`src/rtl/udp_tx_arb.sv`:
```
// Round-robin N-channel UDP/IPv4/Ethernet transmit framer driving an 8-bit AXIS MAC port.
// Builds header, streams payload, pads runts and flags short/long payloads via tuser.
//
// state | meaning
// IDLE  | pick next requesting channel, latch its request fields
// CSUM  | compute IP header checksum
// HDR   | emit 42 header bytes
// PAY   | forward payload bytes from the granted channel
// PAD   | emit zero bytes for short payload and/or runt frame
// DONE  | tlast is loaded, wait for its handshake and bump IP ID
// DRAIN | discard source bytes of the granted channel until s_tlast
module udp_tx_arb #(
  parameter int          NUM_CH    = 4,
  parameter logic [31:0] LOCAL_IP  = 32'hC0A8_006E,
  parameter logic [47:0] LOCAL_MAC = 48'hABCD_1234_5678,
  parameter logic [15:0] LOCAL_SP  = 16'd8080,
  parameter int          MAX_LEN   = 1472
) (
  input  logic                 axi_clk,
  input  logic                 axi_rst,
  input  logic [47:0]          target_mac,
  input  logic [NUM_CH-1:0]    s_req,
  input  logic [NUM_CH*16-1:0] s_len,
  input  logic [NUM_CH*32-1:0] s_dip,
  input  logic [NUM_CH*16-1:0] s_dport,
  output logic [NUM_CH-1:0]    s_ack,
  input  logic [NUM_CH*8-1:0]  s_tdata,
  input  logic [NUM_CH-1:0]    s_tvalid,
  input  logic [NUM_CH-1:0]    s_tlast,
  output logic [NUM_CH-1:0]    s_tready,
  output logic [7:0]           rgmii_tdata,
  output logic                 rgmii_tvalid,
  output logic                 rgmii_tlast,
  output logic                 rgmii_tuser,
  input  logic                 rgmii_tready,
  output logic [15:0]          err_cnt
);
  localparam int CW = (NUM_CH > 1) ? $clog2(NUM_CH) : 1;

  localparam logic [2:0] S_IDLE  = 3'd0;
  localparam logic [2:0] S_CSUM  = 3'd1;
  localparam logic [2:0] S_HDR   = 3'd2;
  localparam logic [2:0] S_PAY   = 3'd3;
  localparam logic [2:0] S_PAD   = 3'd4;
  localparam logic [2:0] S_DONE  = 3'd5;
  localparam logic [2:0] S_DRAIN = 3'd6;

  logic [2:0]    state;
  logic [CW-1:0] ptr, g_r, gnt_idx;
  logic          gnt_any;
  logic [15:0]   len_r, dport_r, ip_id, csum_r, pay_rem, frame_rem;
  logic [31:0]   dip_r;
  logic [47:0]   mac_r;
  logic [5:0]    hidx;
  logic          bad, drain_pend;

  logic [15:0]   sel_len, sel_dport;
  logic [31:0]   sel_dip;
  logic [7:0]    ch_tdata;
  logic          ch_tvalid, ch_tlast;

  logic          adv;
  logic          pay_err;
  logic [15:0]   tot_len, udp_len;
  logic [335:0]  hdr_vec;
  logic [8:0]    hbit;
  logic [7:0]    hdr_byte;
  logic [31:0]   csum_sum;
  logic [16:0]   fold1;
  logic [15:0]   fold2;

  assign adv = !rgmii_tvalid || rgmii_tready;

  // Grant search: first pass covers ptr..NUM_CH-1, second pass wraps to 0..ptr-1.
  always_comb begin
    gnt_any   = 1'b0;
    gnt_idx   = '0;
    sel_len   = '0;
    sel_dip   = '0;
    sel_dport = '0;
    ch_tdata  = '0;
    ch_tvalid = 1'b0;
    ch_tlast  = 1'b0;
    for (int i = 0; i < NUM_CH; i++) begin
      if (!gnt_any && s_req[i] && (CW'(i) >= ptr)) begin
        gnt_any = 1'b1;
        gnt_idx = CW'(i);
      end
    end
    for (int i = 0; i < NUM_CH; i++) begin
      if (!gnt_any && s_req[i]) begin
        gnt_any = 1'b1;
        gnt_idx = CW'(i);
      end
    end
    for (int i = 0; i < NUM_CH; i++) begin
      if (gnt_idx == CW'(i)) begin
        sel_len   = s_len[16*i +: 16];
        sel_dip   = s_dip[32*i +: 32];
        sel_dport = s_dport[16*i +: 16];
      end
      if (g_r == CW'(i)) begin
        ch_tdata  = s_tdata[8*i +: 8];
        ch_tvalid = s_tvalid[i];
        ch_tlast  = s_tlast[i];
      end
    end
  end

  always_comb begin
    for (int i = 0; i < NUM_CH; i++) begin
      s_ack[i]    = !axi_rst && (state == S_IDLE) && gnt_any && (gnt_idx == CW'(i));
      s_tready[i] = (g_r == CW'(i)) && (((state == S_PAY) && adv) || (state == S_DRAIN));
    end
  end

  assign tot_len  = len_r + 16'd28;
  assign udp_len  = len_r + 16'd8;
  assign hdr_vec  = {mac_r, LOCAL_MAC, 16'h0800, 16'h4500, tot_len, ip_id, 16'h4000,
                     16'h4011, csum_r, LOCAL_IP, dip_r, LOCAL_SP, dport_r, udp_len, 16'h0000};
  assign hbit     = 9'd328 - {hidx, 3'b000};
  assign hdr_byte = hdr_vec[hbit +: 8];

  assign csum_sum = 32'h4500 + {16'h0, tot_len} + {16'h0, ip_id} + 32'h4000 + 32'h4011
                  + {16'h0, LOCAL_IP[31:16]} + {16'h0, LOCAL_IP[15:0]}
                  + {16'h0, dip_r[31:16]} + {16'h0, dip_r[15:0]};
  assign fold1    = {1'b0, csum_sum[15:0]} + {1'b0, csum_sum[31:16]};
  assign fold2    = fold1[15:0] + {15'h0, fold1[16]};

  // A payload ends wrongly if s_tlast comes early, or is missing on the len-th byte.
  assign pay_err  = (pay_rem != 16'd1) || !ch_tlast;

  always_ff @(posedge axi_clk) begin
    if (axi_rst) begin
      state        <= S_IDLE;
      ptr          <= '0;
      g_r          <= '0;
      len_r        <= '0;
      dport_r      <= '0;
      dip_r        <= '0;
      mac_r        <= '0;
      ip_id        <= '0;
      csum_r       <= '0;
      pay_rem      <= '0;
      frame_rem    <= '0;
      hidx         <= '0;
      bad          <= 1'b0;
      drain_pend   <= 1'b0;
      rgmii_tdata  <= '0;
      rgmii_tvalid <= 1'b0;
      rgmii_tlast  <= 1'b0;
      rgmii_tuser  <= 1'b0;
      err_cnt      <= '0;
    end else begin
      if (adv) begin
        rgmii_tvalid <= 1'b0;
        rgmii_tlast  <= 1'b0;
        rgmii_tuser  <= 1'b0;
      end
      case (state)
        S_IDLE: if (gnt_any) begin
          g_r        <= gnt_idx;
          ptr        <= (int'(gnt_idx) == NUM_CH - 1) ? '0 : gnt_idx + CW'(1);
          len_r      <= sel_len;
          dip_r      <= sel_dip;
          dport_r    <= sel_dport;
          mac_r      <= target_mac;
          bad        <= 1'b0;
          drain_pend <= 1'b0;
          hidx       <= '0;
          pay_rem    <= sel_len;
          frame_rem  <= (sel_len < 16'd18) ? 16'd60 : sel_len + 16'd42;
          if (sel_len == 16'd0 || sel_len > 16'(MAX_LEN)) begin
            state <= S_DRAIN;
            if (err_cnt != 16'hFFFF) err_cnt <= err_cnt + 16'd1;
          end else begin
            state <= S_CSUM;
          end
        end
        S_CSUM: begin
          csum_r <= ~fold2;
          state  <= S_HDR;
        end
        S_HDR: if (adv) begin
          rgmii_tdata  <= hdr_byte;
          rgmii_tvalid <= 1'b1;
          frame_rem    <= frame_rem - 16'd1;
          hidx         <= hidx + 6'd1;
          if (hidx == 6'd41) state <= S_PAY;
        end
        S_PAY: if (adv && ch_tvalid) begin
          rgmii_tdata  <= ch_tdata;
          rgmii_tvalid <= 1'b1;
          frame_rem    <= frame_rem - 16'd1;
          pay_rem      <= pay_rem - 16'd1;
          if (pay_rem == 16'd1 || ch_tlast) begin
            if (pay_err) begin
              bad <= 1'b1;
              if (err_cnt != 16'hFFFF) err_cnt <= err_cnt + 16'd1;
            end
            if (pay_rem == 16'd1 && !ch_tlast) drain_pend <= 1'b1;
            if (frame_rem == 16'd1) begin
              rgmii_tlast <= 1'b1;
              rgmii_tuser <= pay_err;
              state       <= S_DONE;
            end else begin
              state <= S_PAD;
            end
          end
        end
        S_PAD: if (adv) begin
          rgmii_tdata  <= 8'h00;
          rgmii_tvalid <= 1'b1;
          frame_rem    <= frame_rem - 16'd1;
          if (frame_rem == 16'd1) begin
            rgmii_tlast <= 1'b1;
            rgmii_tuser <= bad;
            state       <= S_DONE;
          end
        end
        S_DONE: if (rgmii_tvalid && rgmii_tready && rgmii_tlast) begin
          ip_id <= ip_id + 16'd1;
          state <= drain_pend ? S_DRAIN : S_IDLE;
        end
        S_DRAIN: if (ch_tvalid && ch_tlast) state <= S_IDLE;
        default: state <= S_IDLE;
      endcase
    end
  end
endmodule

```
`config.mk`:
```
export PLATFORM = sky130hd
export DESIGN_NAME = udp_tx_arb
export DESIGN_NICKNAME = d
export VERILOG_FILES = /design/src/rtl/udp_tx_arb.sv
export SDC_FILE = /design/constraint.sdc
export NUM_CORES = 1
export LEC_CHECK = 0
export CAP_MARGIN = 30
export CORE_MARGIN = 3
export CORE_UTILIZATION = 40
export CTS_CLUSTER_DIAMETER = 30
export DETAILED_ROUTE_END_ITERATION = 16
export PLACE_DENSITY = 0.66
export SYNTH_ARGS = -nofsm -noshare
export SYNTH_HDL_FRONTEND = slang
export SYNTH_SLANG_ARGS = --single-unit
```
`constraint.sdc`:
```
create_clock -name axi_clk -period 13 [get_ports axi_clk]
set_input_delay 2.6 -clock axi_clk [delete_from_list [all_inputs] [get_ports axi_clk]]
set_output_delay 2.6 -clock axi_clk [all_outputs]
set_load 0.03 [all_outputs]
```
==> results.json, run 1 <==
{
  "outcome": "complete, no violations",
  "syn_area_um2": 17100,
  "combPwrFrac_pct": 69.3,
  "synth_most_common_cell": "nand2_1",
  "seq_area_frac_synth_pct": 25.5,
  "first_global_vias": 17577,
  "drv_slew": 0,
  "worst_pin_slew_ns": 0.958,
  "crit_path_max_fanout": 10,
  "yosysWarnings": 0,
  "finalPower_uw": 8340,
  "synth_edf_count": 0,
  "core.rowCount": 75,
  "crit_type": "flop to flop",
  "hp-class": "flop to flop",
  "die-area_um2": 45300,
  "synthArstFlopShare_pct": 0,
  "power_frac_clock_pct": 17.3,
  "cts_max_level": 2,
  "num_antenna_cells": 0,
  "fin_ws_ns": 3.95,
  "core_um2": 42100,
  "relSlewSlack_pct": 35.6,
  "clk_pin_slew_worst_paths_ns": 0.04,
  "vias_per_cell": 5.71,
  "routed_wl_um": 65200,
  "drt-wirelength-per-cell_um": 20.2,
  "internal_power_uw": 4060,
  "critPathLaunchType": "flop",
  "die_y_um": 213,
  "finalNetCount": 3095,
  "ys_ff_latch": 218,
  "pre_cts_ws_ns": 4.06,
  "grt_pass1_wl_um": 99900,
  "power_density_nw_per_um2": 359,
  "setup_viol": 0,
  "hold_viol_final": 0,
  "grt_antenna_before_repair": 0,
  "yosysTopAreaCell": "dfxtp_1",
  "start_util_pct": 40.6,
  "post-route-period-util_pct": 69.6,
  "grt.overflow.total": 0,
  "postCtsResizedCells": 0,
  "numCtsBuffers": 53,
  "cap_violations": 0,
  "synth.area.top_cells": "dfxtp_1 26%, a21oi_1 7.5%, nand2_1 6.9%",
  "endpoint_kind": "flop",
  "critPathSlowestCell": "o21ai_0",
  "finalCriticalPeriod_ns": 9.05,
  "rr_endpoint": "csum_r[14]",
  "ys_types": 105,
  "ff2ff_setup_slack_ns": 3.95,
  "die_w_um": 213,
  "max-clock-path-buffers": 3,
  "synthTopCellsByCount": "315 x nand2_1, 313 x nor2_1, 255 x a21oi_1",
  "drc": 0,
  "r2r_cells": 35,
  "io_buffers": 385,
  "fillerInstances": 3902,
  "pwr-share-seq_pct": 13.5,
  "setup-tns-final_ns": 0,
  "synth_top_flop_cell": "dfxtp_1",
  "gp_congestion": 0.950,
  "cp-endpoint": "csum_r[14]",
  "crit_path_frequent_cell": "ha_1",
  "p_sw_share_pct": 51.3,
  "area_growth_pct": 35.6,
  "drt_pass1_iterations": 5,
  "r2r_start": "len_r[3]",
  "drtAntennaViolNets": 0,
  "slowest_delay_ns": 0.56,
  "grt_start_max_net_pins": 98,
  "rsz0062_at_grt": "no",
  "synth_largest_type_area_fraction_pct": 25.5,
  "drive_gt1_share_pct": 7.69,
  "fmax_mhz": 111,
  "p_sw_uw": 4280,
  "cts-root-buf": "clkbuf_16",
  "syn_inst": 2346,
  "num_vias": 18446,
  "arrival_ns": 9.51,
  "finalClockSkew_ns": 0.0193,
  "tritoncts": "yes",
  "startpoint": "len_r[3]",
  "dp_hpwl_um": 49900,
  "dr.first_iter.drc_count": 1446,
  "ir_drop_v": 0.000519,
  "cp.required_ns": 13.46,
  "clock-sinks": 218,
  "avgSynthCellArea_um2": 7.29,
  "ctsHoldBuffers": 0,
  "cts_setup_buffers": 0,
  "synth_fp_nets": 2792,
  "clock_latency_ns": 0.57,
  "boundaryPins": 386,
  "grt.total_usage_pct": 27.9,
  "p_leak_uw": 0.00869
}
-- flip-flops by register name, summed over array words and instances, names as in the netlist, 6 cells and up --
register	cells
err_cnt	16
mac_r	48
dip_r	32
ip_id	16
pay_rem	16
hidx	6
frame_rem	16
rgmii_tdata	8
csum_r	16
len_r	16
dport_r	16
-- routing by layer --
| metal | routed length (um) | vias to the layer above | global-route usage (%) |
|---|---|---|---|
| met4 | 1240 | 0 | 6.24 |
| met5 | 0 | - | 0 |
| met3 | 4870 | 84 | 4.95 |
| li1 | - | 8930 | - |
| met2 | 30000 | 650 | 44.7 |
| met1 | 29000 | 8782 | 39.4 |
-- critical path, delay by kind of cell, from the launching register on --
family                     cells  cell delay (ns)
adders and majority gates      7             2.30
AOI/OAI and AO/OA             12             2.95
DFF                            1             0.40
xor gates and xnor gates       2             0.35
and+or+nand+nor               10             2.63
buffers and inverters          4             0.32
-- placed cells by master (no fill, tap or decap), types with 29 or more instances in the layout --
master and n:
nand2_1 315, nor3_1 70, nor2_1 312, xnor2_1 58, dfxtp_1 216, a21oi_1 255
clkdlybuf4s50_1 384, clkbuf_16 54, mux2i_1 30, a31oi_1 29, o211ai_1 38, inv_1 124
ha_1 59, nand3_1 41, xor2_1 29, fa_1 32, a211oi_1 81, o21ai_0 119
-- final cells by class --
| type | count | area, um^2 | share of cell area [%] |
|---|---|---|---|
| Timing Repair Buffer | 413 | 4080 | 17.6 |
| Tap cell | 539 | 674 | 2.91 |
| Clock buffer | 66 | 1450 | 6.23 |
| Inverter | 125 | 469 | 2.02 |
| Sequential cell | 218 | 4370 | 18.8 |
| Clock inverter | 33 | 517 | 2.23 |
| Multi-Input combinational cell | 1838 | 11600 | 50.2 |
-- stage by stage --
step	hold WS [ns]	utilization (%)	cells	instance area [um^2]
floorplan	0.431	-	2346	17100
global placement	0.439	50.3	3128	21200
detailed placement	0.445	50.4	3131	21200
CTS	0.453	55.0	3230	23200
global route	0.471	55.1	3232	23200
finish	0.452	55.1	3232	23200
-- power by group through the flow --
stage	clock (uW)	sequential (uW)	combinational, uW
floorplan	0	1060	4260
global placement	0	1120	5540
detailed placement	0	1120	5650
CTS	1460	1120	5700
global route	1490	1150	6340
finish	1440	1120	5770
-- worst min path at each step --
stage,startpoint,end,slack [ns],cells past startpoint
global placement,mac_r[6],mac_r[6],0.44,2
detailed placement,mac_r[32],mac_r[32],0.45,2
floorplan,csum_r[10],csum_r[10],0.43,2
CTS,mac_r[32],mac_r[32],0.45,2
finish,rgmii_tuser,rgmii_tuser,0.45,2
global route,mac_r[2],mac_r[2],0.47,2
-- kinds of logic (layout without fill, tap and decap cells) --
family | after synthesis | count (layout) | share of synthesized area (%)
simple gates | 932 | 932 | 25.1
compound gates | 661 | 661 | 24.4
buf+inv | 290 | 637 | 6.80
flops | 218 | 218 | 25.5
fa+ha+maj | 95 | 95 | 8.35
xor+xnor | 90 | 90 | 4.70
mux | 60 | 60 | 5.18
Power figures use the tool's default switching activity.
==> inputs of run 2 (changes only) <==
- clock period: 13 -> 8.4 ns (I/O delays scaled with it)
==> run 2 against run 1 <==
  * Wire length grew 0.92%
  * First-iteration DRC count up 6.8%
  * Clock skew increased by 0.0053 ns
  * Worst hold slack worse by 0.0016 ns
  * Setup slack got worse by 3.4 ns
  * Register-to-register slack got worse by 3.4 ns
  * Critical path type unchanged
  * Largest cell class unchanged
==> results.json, run 2 (synthesis gave the netlist of run 1 again) <==
{
  "critPathLaunchType": "flop",
  "dr_wl_met2_um": 29600,
  "arrival_ns": 8.24,
  "grt.total_usage_pct": 27.9,
  "fillerInstances": 3952,
  "cts_max_level": 2,
  "first_global_vias": 17641,
  "finalCriticalPeriod_ns": 7.84,
  "start_util_pct": 40.6,
  "endpoint_kind": "flop",
  "cap_violations": 0,
  "placed_cells": 3142,
  "critPathSlowestCell": "fa_1",
  "finalClockSkew_ns": 0.0246,
  "largest_reg_flops": 48,
  "rsz0062_at_grt": "no",
  "max-clock-path-buffers": 3,
  "drtAntennaViolNets": 0,
  "clock_latency_ns": 0.57,
  "setup_viol": 0,
  "core.rowCount": 75,
  "vias_per_cell": 5.71,
  "hp-class": "flop to flop",
  "drt_pass1_iterations": 6,
  "cp.required_ns": 8.79,
  "dr.first_iter.drc_count": 1544,
  "core_um2": 42100,
  "clock-sinks": 218,
  "grt_start_max_net_pins": 97,
  "top_layer": "met5",
  "numCtsBuffers": 55,
  "ctsHoldBuffers": 0,
  "boundaryPins": 386,
  "final_common_cell": "clkdlybuf4s50_1",
  "crit_path_max_fanout": 7,
  "grt_pass1_wl_um": 99500,
  "outcome": "complete, no violations",
  "reg_top3": "mac_r: 48 flops, dip_r: 32 flops",
  "io_buffers": 385,
  "die-area_um2": 45300,
  "gp_congestion": 0.989,
  "die_y_um": 213,
  "wl_met3_um": 5310,
  "dp_hpwl_um": 50700,
  "final_core_utilization_pct": 55.5,
  "drive_gt1_share_pct": 8.64,
  "die_w_um": 213,
  "hold_slack_ns": 0.450,
  "ff2ff_setup_slack_ns": 0.56,
  "fmax_mhz": 127,
  "worst_pin_slew_ns": 1.04,
  "crit_path_frequent_cell": "ha_1",
  "finalNetCount": 3108,
  "top_register": "mac_r",
  "clk_pin_slew_worst_paths_ns": 0.05,
  "grt.overflow.total": 0,
  "routed_wl_um": 65800,
  "slowest_delay_ns": 0.48,
  "drv_slew": 0,
  "num_vias": 18546,
  "drt-wirelength-per-cell_um": 20.2,
  "crit_type": "flop to flop",
  "area_growth_pct": 36.8,
  "relSlewSlack_pct": 28.9,
  "wl_met1_um": 28800,
  "setup-tns-final_ns": 0,
  "final_cells": 3250,
  "drc": 0,
  "layout_common_cells": "384 x clkdlybuf4s50_1, 315 x nand2_1, 312 x nor2_1, 254 x a21oi_1, 216 x dfxtp_1",
  "grt_antenna_before_repair": 4,
  "hold_viol_final": 0,
  "tritoncts": "yes",
  "cts-root-buf": "clkbuf_16",
  "post-route-period-util_pct": 93.4
}
run 2: area by class of cell:
type	count	area, um^2	share of cell area [%]
Inverter	125	469	2.01
Multi-Input combinational cell	1838	11700	50.1
Clock inverter	37	484	2.07
Timing Repair Buffer	424	4180	17.8
Antenna cell	3	7.51	0.0321
Tap cell	539	674	2.88
Clock buffer	66	1500	6.41
Sequential cell	218	4370	18.7
run 2: stage by stage:
step           cell area, um^2  setup WS [ns]
2_1_floorplan            17100          0.753
3_3_place_gp             21300          0.302
3_5_place_dp             21300         0.0785
4_1_cts                  23300         0.0323
5_1_grt                  23400        0.00636
6_report                 23400          0.556
run 2: final timing paths:
check | startpoint | cells after the start | to
worst max-delay path | len_r[2] | 35 | csum_r[15]
worst min-delay path | mac_r[28] | 2 | mac_r[28]
worst max register to register | len_r[2] | 35 | csum_r[15]
worst min register to register | mac_r[28] | 2 | mac_r[28]
run 2: routing by layer:
metal	GRT usage (%)	up-vias
met4	8.67	4
li1	-	8950
met2	43.2	713
met5	0	-
met3	7.35	121
met1	38.3	8758
run 2: what timing repair did:
item                       4_1_cts  5_1_grt
gates resized for setup          0       16
setup endpoints to repair        0       12
buffers inserted                 0        2
run 2: worst max-delay path, delay by kind of cell, from the launching register on:
family | cells | cell delay [ns]
AO/OA/AOI/OAI | 10 | 1.74
XOR/XNOR | 2 | 0.36
adder cells (fa/ha/maj) | 6 | 2.02
buffers and inverters | 4 | 0.49
flip-flops | 1 | 0.42
multiplexers | 1 | 0.21
AND/OR/NAND/NOR | 12 | 2.43
Power of run 2 is left out: the tool's default activity adds up to more than one toggle a clock period on the data nets, which glitch-free logic cannot reach.
==> inputs of run 3 (changes only) <==
- CAP_MARGIN: 30 -> unset
==> run 3 against run 2 <==
  * Non-clock buffer count decreased by 3
  * Wire length decreased by 0.26%
  * Critical path type unchanged
  * Largest cell class unchanged
  * Clock-buffer cell count unchanged
==> results.json, run 3 (synthesis gave the netlist of run 1 again) <==
{
  "outcome": "complete, no violations",
  "start_util_pct": 40.6,
  "final-seq-area_um2": 4370,
  "r2r_start": "len_r[2]",
  "post-route-period-util_pct": 95.1,
  "dp_hpwl_um": 50600,
  "relSlewSlack_pct": 23.9,
  "setup_viol": 0,
  "max-clock-path-buffers": 3,
  "vias_per_cell": 5.70,
  "layout_common_cells": "384 x clkdlybuf4s50_1, 315 x nand2_1, 312 x nor2_1, 254 x a21oi_1, 216 x dfxtp_1",
  "die_w_um": 213,
  "slowest_delay_ns": 0.48,
  "rr_endpoint": "csum_r[15]",
  "r2r_cells": 35,
  "largest_reg_flops": 48,
  "reg_top3": "mac_r: 48 flops, dip_r: 32 flops",
  "ff2ff_setup_slack_ns": 0.42,
  "cp-endpoint": "csum_r[15]",
  "cpLargestDelayFamily": "simple AND/OR/NAND/NOR gates",
  "worst_pin_slew_ns": 1.14,
  "clock-sinks": 218,
  "fmax_mhz": 125,
  "routed_wl_um": 65600,
  "path_buf_inv": 4,
  "cap_violations": 0,
  "critPathSlowestCell": "fa_1",
  "ctsHoldBuffers": 0,
  "hold_viol_final": 0,
  "drtAntennaViolNets": 0,
  "hp-class": "flop to flop",
  "cp.depth": 35,
  "grt_start_max_net_pins": 97,
  "cts_max_level": 2,
  "drt-wirelength-per-cell_um": 20.2,
  "grt.total_usage_pct": 28.0,
  "grt.overflow.total": 0,
  "pre_cts_ws_ns": 0.0569,
  "num_vias": 18465,
  "critPathLaunchType": "flop",
  "grt_pass1_wl_um": 99500,
  "finalCriticalPeriod_ns": 7.98,
  "tritoncts": "yes",
  "drv_slew": 0,
  "fillerInstances": 3977,
  "top_register": "mac_r",
  "crit_type": "flop to flop",
  "finalClockSkew_ns": 0.0254,
  "crit_path_frequent_cell": "ha_1",
  "die-area_um2": 45300,
  "clock_latency_ns": 0.58,
  "grt_antenna_before_repair": 6,
  "drc": 0,
  "dr.first_iter.drc_count": 1476,
  "numCtsBuffers": 53,
  "crit_path_max_fanout": 7,
  "cts-root-buf": "clkbuf_16",
  "rsz0062_at_grt": "no",
  "die_y_um": 213,
  "boundaryPins": 386,
  "gp_congestion": 0.989,
  "clk_pin_slew_worst_paths_ns": 0.05,
  "final_common_cell": "clkdlybuf4s50_1",
  "startpoint": "len_r[2]",
  "arrival_ns": 8.38,
  "multiInputGateArea_um2": 11700,
  "endpoint_kind": "flop",
  "io_buffers": 385,
  "fin_ws_ns": 0.415,
  "drive_gt1_share_pct": 8.27,
  "setup-tns-final_ns": 0,
  "first_global_vias": 17490,
  "finalNetCount": 3103,
  "core_um2": 42100,
  "core.rowCount": 75,
  "area_growth_pct": 35.4,
  "drt_pass1_iterations": 6,
  "cp.required_ns": 8.80
}
run 3: changes by cell type in the layout (fill, tap and decap cells not counted), moves of 2 or more:
cell	change
bufinv_16	-3
clkinvlp_4	-3
clkbuf_8	+2
clkbuf_16	-3
run 3: metrics by stage:
stage,std cells,hold slack (ns),util [%],cell area [um^2]
6_report,3239,0.451,55.0,23200
5_1_grt,3238,0.475,55.0,23200
4_1_cts,3236,0.453,54.8,23100
3_5_place_dp,3140,0.444,50.5,21300
3_3_place_gp,3140,0.440,50.5,21300
2_1_floorplan,2346,0.431,-,17100
run 3: tightest hold or removal path, delay by kind of cell, from the launching register on:
kind	cells	cell delay, ns
simple gates	1	0.05
compound gates	1	0.05
flops	1	0.30
run 3: worst min-delay path by stage:
stage                     slack, ns  depth (start not counted)          to  startpoint
after floorplan                0.43                          2  csum_r[10]  csum_r[10]
after global placement         0.44                          2    mac_r[9]    mac_r[9]
after detailed placement       0.44                          2   mac_r[35]   mac_r[35]
after CTS                      0.45                          2   mac_r[35]   mac_r[35]
after global routing           0.48                          2   mac_r[20]   mac_r[20]
final                          0.45                          2    mac_r[2]    mac_r[2]
run 3: area by class of cell:
cell class	instances	area share, %
multi-input combinational	1838	50.5
sequential	218	18.8
timing repair buffer	421	17.8
clock buffer	66	6.29
tap	539	2.91
inverter	125	2.03
clock inverter	30	1.63
antenna	2	0.0216
run 3: per-layer routing:
| metal | part of all wire (%) | wire, um | GRT usage (%) |
|---|---|---|---|
| met4 | 2.4 | 1600 | 7.39 |
| met2 | 45 | 29600 | 43.8 |
| met5 | 0.035 | 23 | 0 |
| met1 | 44 | 29000 | 38.6 |
| met3 | 8.0 | 5260 | 6.98 |
run 3: timing repair:
action / CTS / global route
resized for setup: 0 / 13
endpoints found under the setup margin: 0 / 12
buffers inserted: 0 / 1
Power of run 3 is left out for the same reason.
